## src/rtl/piece_fall_ctrl.sv

```systemverilog
// Falling-piece controller for the 8x4 board: spawn, gravity, player moves, lock and GEN/CLEAR sequencing.
// Optional hard drop (btn_drop) is compiled in when HARD_DROP_EN is defined.
module piece_fall_ctrl #(
    parameter int GRAV_CYCLES = 50,
    parameter int CLR_LAT     = 2
) (
    input  logic        clka,
    input  logic        restart_n,
    input  logic [31:0] board_in,
    input  logic        error_in,
    input  logic [1:0]  curr_piece,
    input  logic        btn_left,
    input  logic        btn_right,
    input  logic        btn_down,
`ifdef HARD_DROP_EN
    input  logic        btn_drop,
`endif
    output logic [31:0] board_out,
    output logic [2:0]  state,
    output logic        game_over
);

    typedef enum logic [2:0] {
        ST_GEN   = 3'd0,
        ST_FALL  = 3'd1,
        ST_LOCK  = 3'd2,
        ST_CLEAR = 3'd3,
        ST_OVER  = 3'd4,
        ST_LOAD  = 3'd5
    } state_e;

    localparam int GW = (GRAV_CYCLES > 1) ? $clog2(GRAV_CYCLES) : 1;
    localparam int WW = (CLR_LAT > 1) ? $clog2(CLR_LAT) : 1;
    localparam logic [GW-1:0] GRAV_LAST = GW'(GRAV_CYCLES - 1);
    localparam logic [WW-1:0] WAIT_LAST = WW'(CLR_LAT - 1);
    localparam logic [31:0]   COL0_MASK = 32'h1111_1111;
    localparam logic [31:0]   COL3_MASK = 32'h8888_8888;

    state_e      state_q, state_d;
    logic [31:0] settled_q, settled_d;
    logic [31:0] piece_q, piece_d;
    logic [31:0] board_q, board_d;
    logic [GW-1:0] grav_q, grav_d;
    logic [WW-1:0] wait_q, wait_d;
    logic        left_q, right_q, down_q;

    logic        left_edge, right_edge, down_edge;
    logic [31:0] spawn_mask;
    logic [31:0] piece_dn, piece_lt, piece_rt;
    logic        down_ok, left_ok, right_ok;
    logic        down_req, drop_active;

    assign left_edge  = btn_left  & ~left_q;
    assign right_edge = btn_right & ~right_q;
    assign down_edge  = btn_down  & ~down_q;

    assign piece_dn = piece_q << 4;
    assign piece_lt = piece_q >> 1;
    assign piece_rt = piece_q << 1;
    assign down_ok  = (piece_q[31:28] == 4'h0) && ((piece_dn & settled_q) == 32'h0);
    assign left_ok  = ((piece_q & COL0_MASK) == 32'h0) && ((piece_lt & settled_q) == 32'h0);
    assign right_ok = ((piece_q & COL3_MASK) == 32'h0) && ((piece_rt & settled_q) == 32'h0);

    always_comb begin
        case (curr_piece)
            2'd0:    spawn_mask = 32'h0000_0002;
            2'd1:    spawn_mask = 32'h0000_0006;
            2'd2:    spawn_mask = 32'h0000_0066;
            default: spawn_mask = 32'h0000_0062;
        endcase
    end

`ifdef HARD_DROP_EN
    logic drop_btn_q, drop_q, drop_d, drop_edge;
    assign drop_edge   = btn_drop & ~drop_btn_q;
    assign drop_active = drop_q | drop_edge;
`else
    assign drop_active = 1'b0;
`endif

    always_comb begin
        state_d   = state_q;
        settled_d = settled_q;
        piece_d   = piece_q;
        grav_d    = grav_q;
        wait_d    = wait_q;
        down_req  = 1'b0;
`ifdef HARD_DROP_EN
        drop_d    = drop_q;
`endif
        case (state_q)
            ST_GEN: begin
                if (wait_q == WAIT_LAST) begin
                    wait_d  = '0;
                    state_d = ST_LOAD;
                end else begin
                    wait_d = wait_q + WW'(1);
                end
            end
            ST_LOAD: begin
                if (error_in) begin
                    state_d = ST_OVER;
                end else begin
                    piece_d   = spawn_mask;
                    settled_d = board_in & ~spawn_mask;
                    grav_d    = '0;
                    state_d   = ST_FALL;
                end
            end
            ST_FALL: begin
`ifdef HARD_DROP_EN
                drop_d = drop_active;
`endif
                // Hard drop freezes the gravity counter and swallows lateral requests.
                if (drop_active) begin
                    down_req = 1'b1;
                end else if ((grav_q == GRAV_LAST) || down_edge) begin
                    down_req = 1'b1;
                    grav_d   = '0;
                end else begin
                    grav_d = grav_q + GW'(1);
                end

                if (down_req) begin
                    if (down_ok) begin
                        piece_d = piece_dn;
                    end else begin
                        state_d = ST_LOCK;
`ifdef HARD_DROP_EN
                        drop_d  = 1'b0;
`endif
                    end
                end else if (left_edge && !right_edge) begin
                    if (left_ok) piece_d = piece_lt;
                end else if (right_edge && !left_edge) begin
                    if (right_ok) piece_d = piece_rt;
                end
            end
            ST_LOCK: begin
                settled_d = settled_q | piece_q;
                piece_d   = '0;
                wait_d    = '0;
                state_d   = ST_CLEAR;
            end
            ST_CLEAR: begin
                if (wait_q == WAIT_LAST) begin
                    settled_d = board_in;
                    wait_d    = '0;
                    state_d   = ST_GEN;
                end else begin
                    wait_d = wait_q + WW'(1);
                end
            end
            default: begin
                state_d = ST_OVER;
            end
        endcase

        // board_out follows the state being entered; frozen once the game is over.
        if (state_q == ST_OVER) begin
            board_d = board_q;
        end else if (state_d == ST_FALL) begin
            board_d = settled_d | piece_d;
        end else begin
            board_d = settled_d;
        end
    end

    always_ff @(posedge clka or negedge restart_n) begin
        if (!restart_n) begin
            state_q   <= ST_GEN;
            settled_q <= '0;
            piece_q   <= '0;
            board_q   <= '0;
            grav_q    <= '0;
            wait_q    <= '0;
            left_q    <= 1'b0;
            right_q   <= 1'b0;
            down_q    <= 1'b0;
        end else begin
            state_q   <= state_d;
            settled_q <= settled_d;
            piece_q   <= piece_d;
            board_q   <= board_d;
            grav_q    <= grav_d;
            wait_q    <= wait_d;
            left_q    <= btn_left;
            right_q   <= btn_right;
            down_q    <= btn_down;
        end
    end

`ifdef HARD_DROP_EN
    always_ff @(posedge clka or negedge restart_n) begin
        if (!restart_n) begin
            drop_btn_q <= 1'b0;
            drop_q     <= 1'b0;
        end else begin
            drop_btn_q <= btn_drop;
            drop_q     <= drop_d;
        end
    end
`endif

    assign board_out = board_q;
    assign state     = state_q;
    assign game_over = (state_q == ST_OVER);

endmodule

```

## config.mk

```make
export PLATFORM = sky130hd
export DESIGN_NAME = piece_fall_ctrl
export DESIGN_NICKNAME = d
export VERILOG_FILES = /design/src/rtl/piece_fall_ctrl.sv
export SDC_FILE = /design/constraint.sdc
export NUM_CORES = 1
export LEC_CHECK = 0
export BUFFER_PORTS_ARGS = -buffer_cell sky130_fd_sc_hd__buf_2
export CAP_MARGIN = 40
export CORE_MARGIN = 3
export CORE_UTILIZATION = 45
export DETAILED_ROUTE_END_ITERATION = 8
export GPL_TIMING_DRIVEN = 0
export PLACE_DENSITY = 0.74
export RECOVER_POWER = 100
export SYNTH_ARGS = -nofsm -noshare
export SYNTH_HDL_FRONTEND = slang
export SYNTH_SLANG_ARGS = --single-unit
```

## constraint.sdc

```tcl
create_clock -name clka -period 6.4 [get_ports clka]
set_input_delay 0.32 -clock clka [delete_from_list [all_inputs] [get_ports clka]]
set_output_delay 0.32 -clock clka [all_outputs]
set_load 0.01 [all_outputs]
```

==> summary.txt <==
Outcome
  – Status: finished, violations left
  – Failing checks: max-capacitance violations, max-slew violations

Synthesis
  – Synthesized area per cell: 8.32 um^2
  – #FFs+latches synth: 109
  – Synth area leaders: dfrtp_1 42%, nand2_1 7.6%, a22oi_1 4.5%
  – Post-synth EDFFs: 0
  – Synth Warn #: 0
  – Synth cell types: 66
  – Synth Instances: 786
  – Cell accounting for the most synthesized area: dfrtp_1
  – Post-synth ARST share: 1.00
  – Top-area cell type share of the netlist area: 0.417
  – Post-synth net total: 830
  – Post-synth top flop: dfrtp_1
  – Syn Std Cell Area: 0.00654 mm^2
  – Register area share after synthesis: 0.417

Clocking
  – # Post-CTS Setup Buffers: 0
  – Reg clk slew, reported paths: 0.07 ns
  – CTS max path bufs: 2
  – CTS tree: built
  – CTS Buf Count: 9
  – Skew-Pair Late Insertion Delay: 0.36 ns
  – Post-CTS sizing: 0
  – H-tree depth: 3
  – Cts hold-fix bufs: 0
  – CTS root buffer: clkbuf_16
  – TritonCTS Sinks: 109

Worst setup path
  – WP buf/inv: 4
  – Critical path endpoint category: flip-flop
  – CP max FO: 10
  – CP delay by family, top: buffers and inverters
  – Crit-path slowest cell: clkbuf_1
  – Worst r2r path cells: 11
  – Delay of the slowest critical-path stage: 0.63 ns
  – Crit. path cell count: 11
  – Cell mode on critical path: clkbuf_1
  – CP startpoint kind: flip-flop
  – CP arrival: 4.38 ns
  – Critical-path cell list: buf_1 -> nor4_1 -> nand3_1 -> nor4_1 -> clkbuf_1 -> clkbuf_1 -> clkbuf_1 -> mux2i_1 -> a21oi_1 -> o21ai_0 -> o21ai_0
  – Critical Path RT: 6.62 ns
  – Type of the worst setup path: reg2reg

Placed design
  – Dpl cell area: 0.00722 mm^2
  – Placed insts: 1047
  – Detail Placement HPWL: 19500 um
  – Port bufs: 74
  – GPL Wtd Cong: 1.01

Finish
  – Layout cells sized above 1: 0.0861
  – Layout area overhead: 13.6%
  – Commonest non-fill, non-tap cell in the layout: nand2_1
  – Diode count: 0
  – Fill cell count: 1377
  – Post-route cell area: 0.00743 mm^2
  – Layout Nets: 922
  – Most frequent cells in the layout: 132 x nand2_1, 109 x clkbuf_1, 109 x dfrtp_1
  – Non-Filler Instances: 1063

Die
  – Total Die Area: 0.0160 mm^2
  – Die Y-Extent: 127 um
  – Core ar.: 0.0140 mm^2
  – Initial Util: 0.466
  – Die Wd: 127 um
  – Rows: 43
  – # IOs: 76

Route
  – DR iter-0 viols: 728
  – Post-Route WL: 26400 um
  – Drt wl/cell: 24.8 um
  – Post-route ant nets: 0
  – Vias per cell: 6.41
  – Via count: 6817
  – Drt first pass iters: 6
  – Drt drc: 0

Power
  – PwrDens: 174 mW/mm^2
  – Flop pwr share: 0.535
  – Leakage: 3.01 nW
  – Power share of the combinational group: 0.043
  – Sw Ratio: 0.237
  – P_int: 986 uW
  – Clock share of power: 0.422
  – Peak supply drop: 119 uV
  – Switching power total: 305 uW

Timing
  – Max-slew headroom: -1.01
  – Crit path time final: 4.16 ns
  – TNS Setup: 0 ns
  – F_max: 0.240 GHz
  – RSZ-0062 raised after global routing: false
  – Max-slew violation count: 54
  – Clock Skew: 0.00651 ns
  – Endpoints failing hold: 0
  – Slew at the pin with the worst max-slew slack: 3.02 ns
  – Setup violators final: 0
  – Post-route clock period utilization: 0.650

Global route
  – Pin count of the biggest net entering global routing: 57
  – GRT busiest layer: met2
  – First-pass GRT wire length: 39700 um
  – GR Overflow Total: 0
  – Overall Global Routing Usage: 0.326
  – Met3 Track Usage GR: 0.0657
  – Vias in the first global route: 6485
  – Initial antenna violation count: 0
  – Met2 usage: 0.492
  – GR Util met1: 0.458

Min path
  – Hold path depth: 1
  – Hold crit path type: in2reg

Flow run
  – Max_cap viols: 1
==> Yosys cell counts (7+ instances only) <==
cell type / number
a22o_1: 9
o22ai_1: 10
a22oi_1: 39
nand4_1: 21
inv_1: 20
o221ai_1: 7
and2_1: 11
nor2_1: 58
o21ai_0: 53
nand3_1: 37
nor4_1: 8
nor3_1: 16
nand2b_1: 10
mux2i_1: 23
a21oi_1: 33
clkbuf_1: 64
a32oi_1: 7
nand2_1: 132
a21o_1: 7
dfrtp_1: 109
a221o_1: 12
a31oi_1: 8
==> power groups by stage <==
stage | Combinational (mW) | Sequential, mW | Clock [mW]
2_1_floorplan | 0.0182 | 0.704 | 0
3_3_place_gp | 0.0521 | 0.704 | 0
3_5_place_dp | 0.0549 | 0.704 | 0
4_1_cts | 0.0552 | 0.690 | 0.550
5_1_grt | 0.0609 | 0.690 | 0.579
6_report | 0.0554 | 0.690 | 0.545
==> routing by layer <==
layer / up-vias / part of all wire
li1: 3038 / -
met1: 3276 / 0.42
met2: 430 / 0.44
met3: 73 / 0.094
met4: 0 / 0.043
met5: - / 0
==> layout make-up <==
type	instances	area, um^2	area share
buffer	73	290	0.0391
clock buffer	12	246	0.0332
clock inverter	4	32.5	0.00438
inverter	21	78.8	0.0106
multi-input combinational	583	3440	0.463
sequential	109	2730	0.367
tap	180	225	0.0303
timing repair buffer	81	389	0.0524
==> through the flow <==
step,total power [mW],setup WS [ns],util,hold WS (ns)
final,1.29,2.24,0.529,0.0710
after global placement,0.756,2.39,0.508,0.441
after CTS,1.30,2.86,0.534,0.0238
after floorplan,0.722,3.48,-,0.0244
after global routing,1.33,2.13,0.529,0.0715
after detailed placement,0.759,2.90,0.514,0.419
==> kinds of logic (layout without fill, tap and decap cells) <==
| logic type | after synthesis | count (layout) | synth area share |
|---|---|---|---|
| simple gates | 320 | 320 | 0.230 |
| compound gates | 229 | 229 | 0.243 |
| flops | 109 | 109 | 0.417 |
| buf+inv | 94 | 191 | 0.0568 |
| mux | 28 | 28 | 0.0438 |
| fa+ha+maj | 4 | 4 | 0.00765 |
| xor+xnor | 2 | 2 | 0.00268 |
==> sequential cells by signal, indices dropped and copies added (netlist names) <==
signal / count
board_out: 32
down_q: 1
grav_q: 6
left_q: 1
piece_q: 32
right_q: 1
settled_q: 32
state: 3
wait_q: 1
==> path summary, 6_finish.rpt <==
| kind | start | slack (ns) | to |
|---|---|---|---|
| worst min register to register | grav_q[5] | 0.50 | grav_q[5] |
| max in group asynchronous | restart_n | 3.75 | settled_q[23] |
| worst max register to register | piece_q[29] | 2.24 | piece_q[26] |
| worst min-delay path | btn_right | 0.07 | right_q |
| min in group asynchronous | restart_n | 0.93 | board_out[14] |
| worst max-delay path | piece_q[29] | 2.24 | piece_q[26] |
Power figures use the tool's default switching activity.
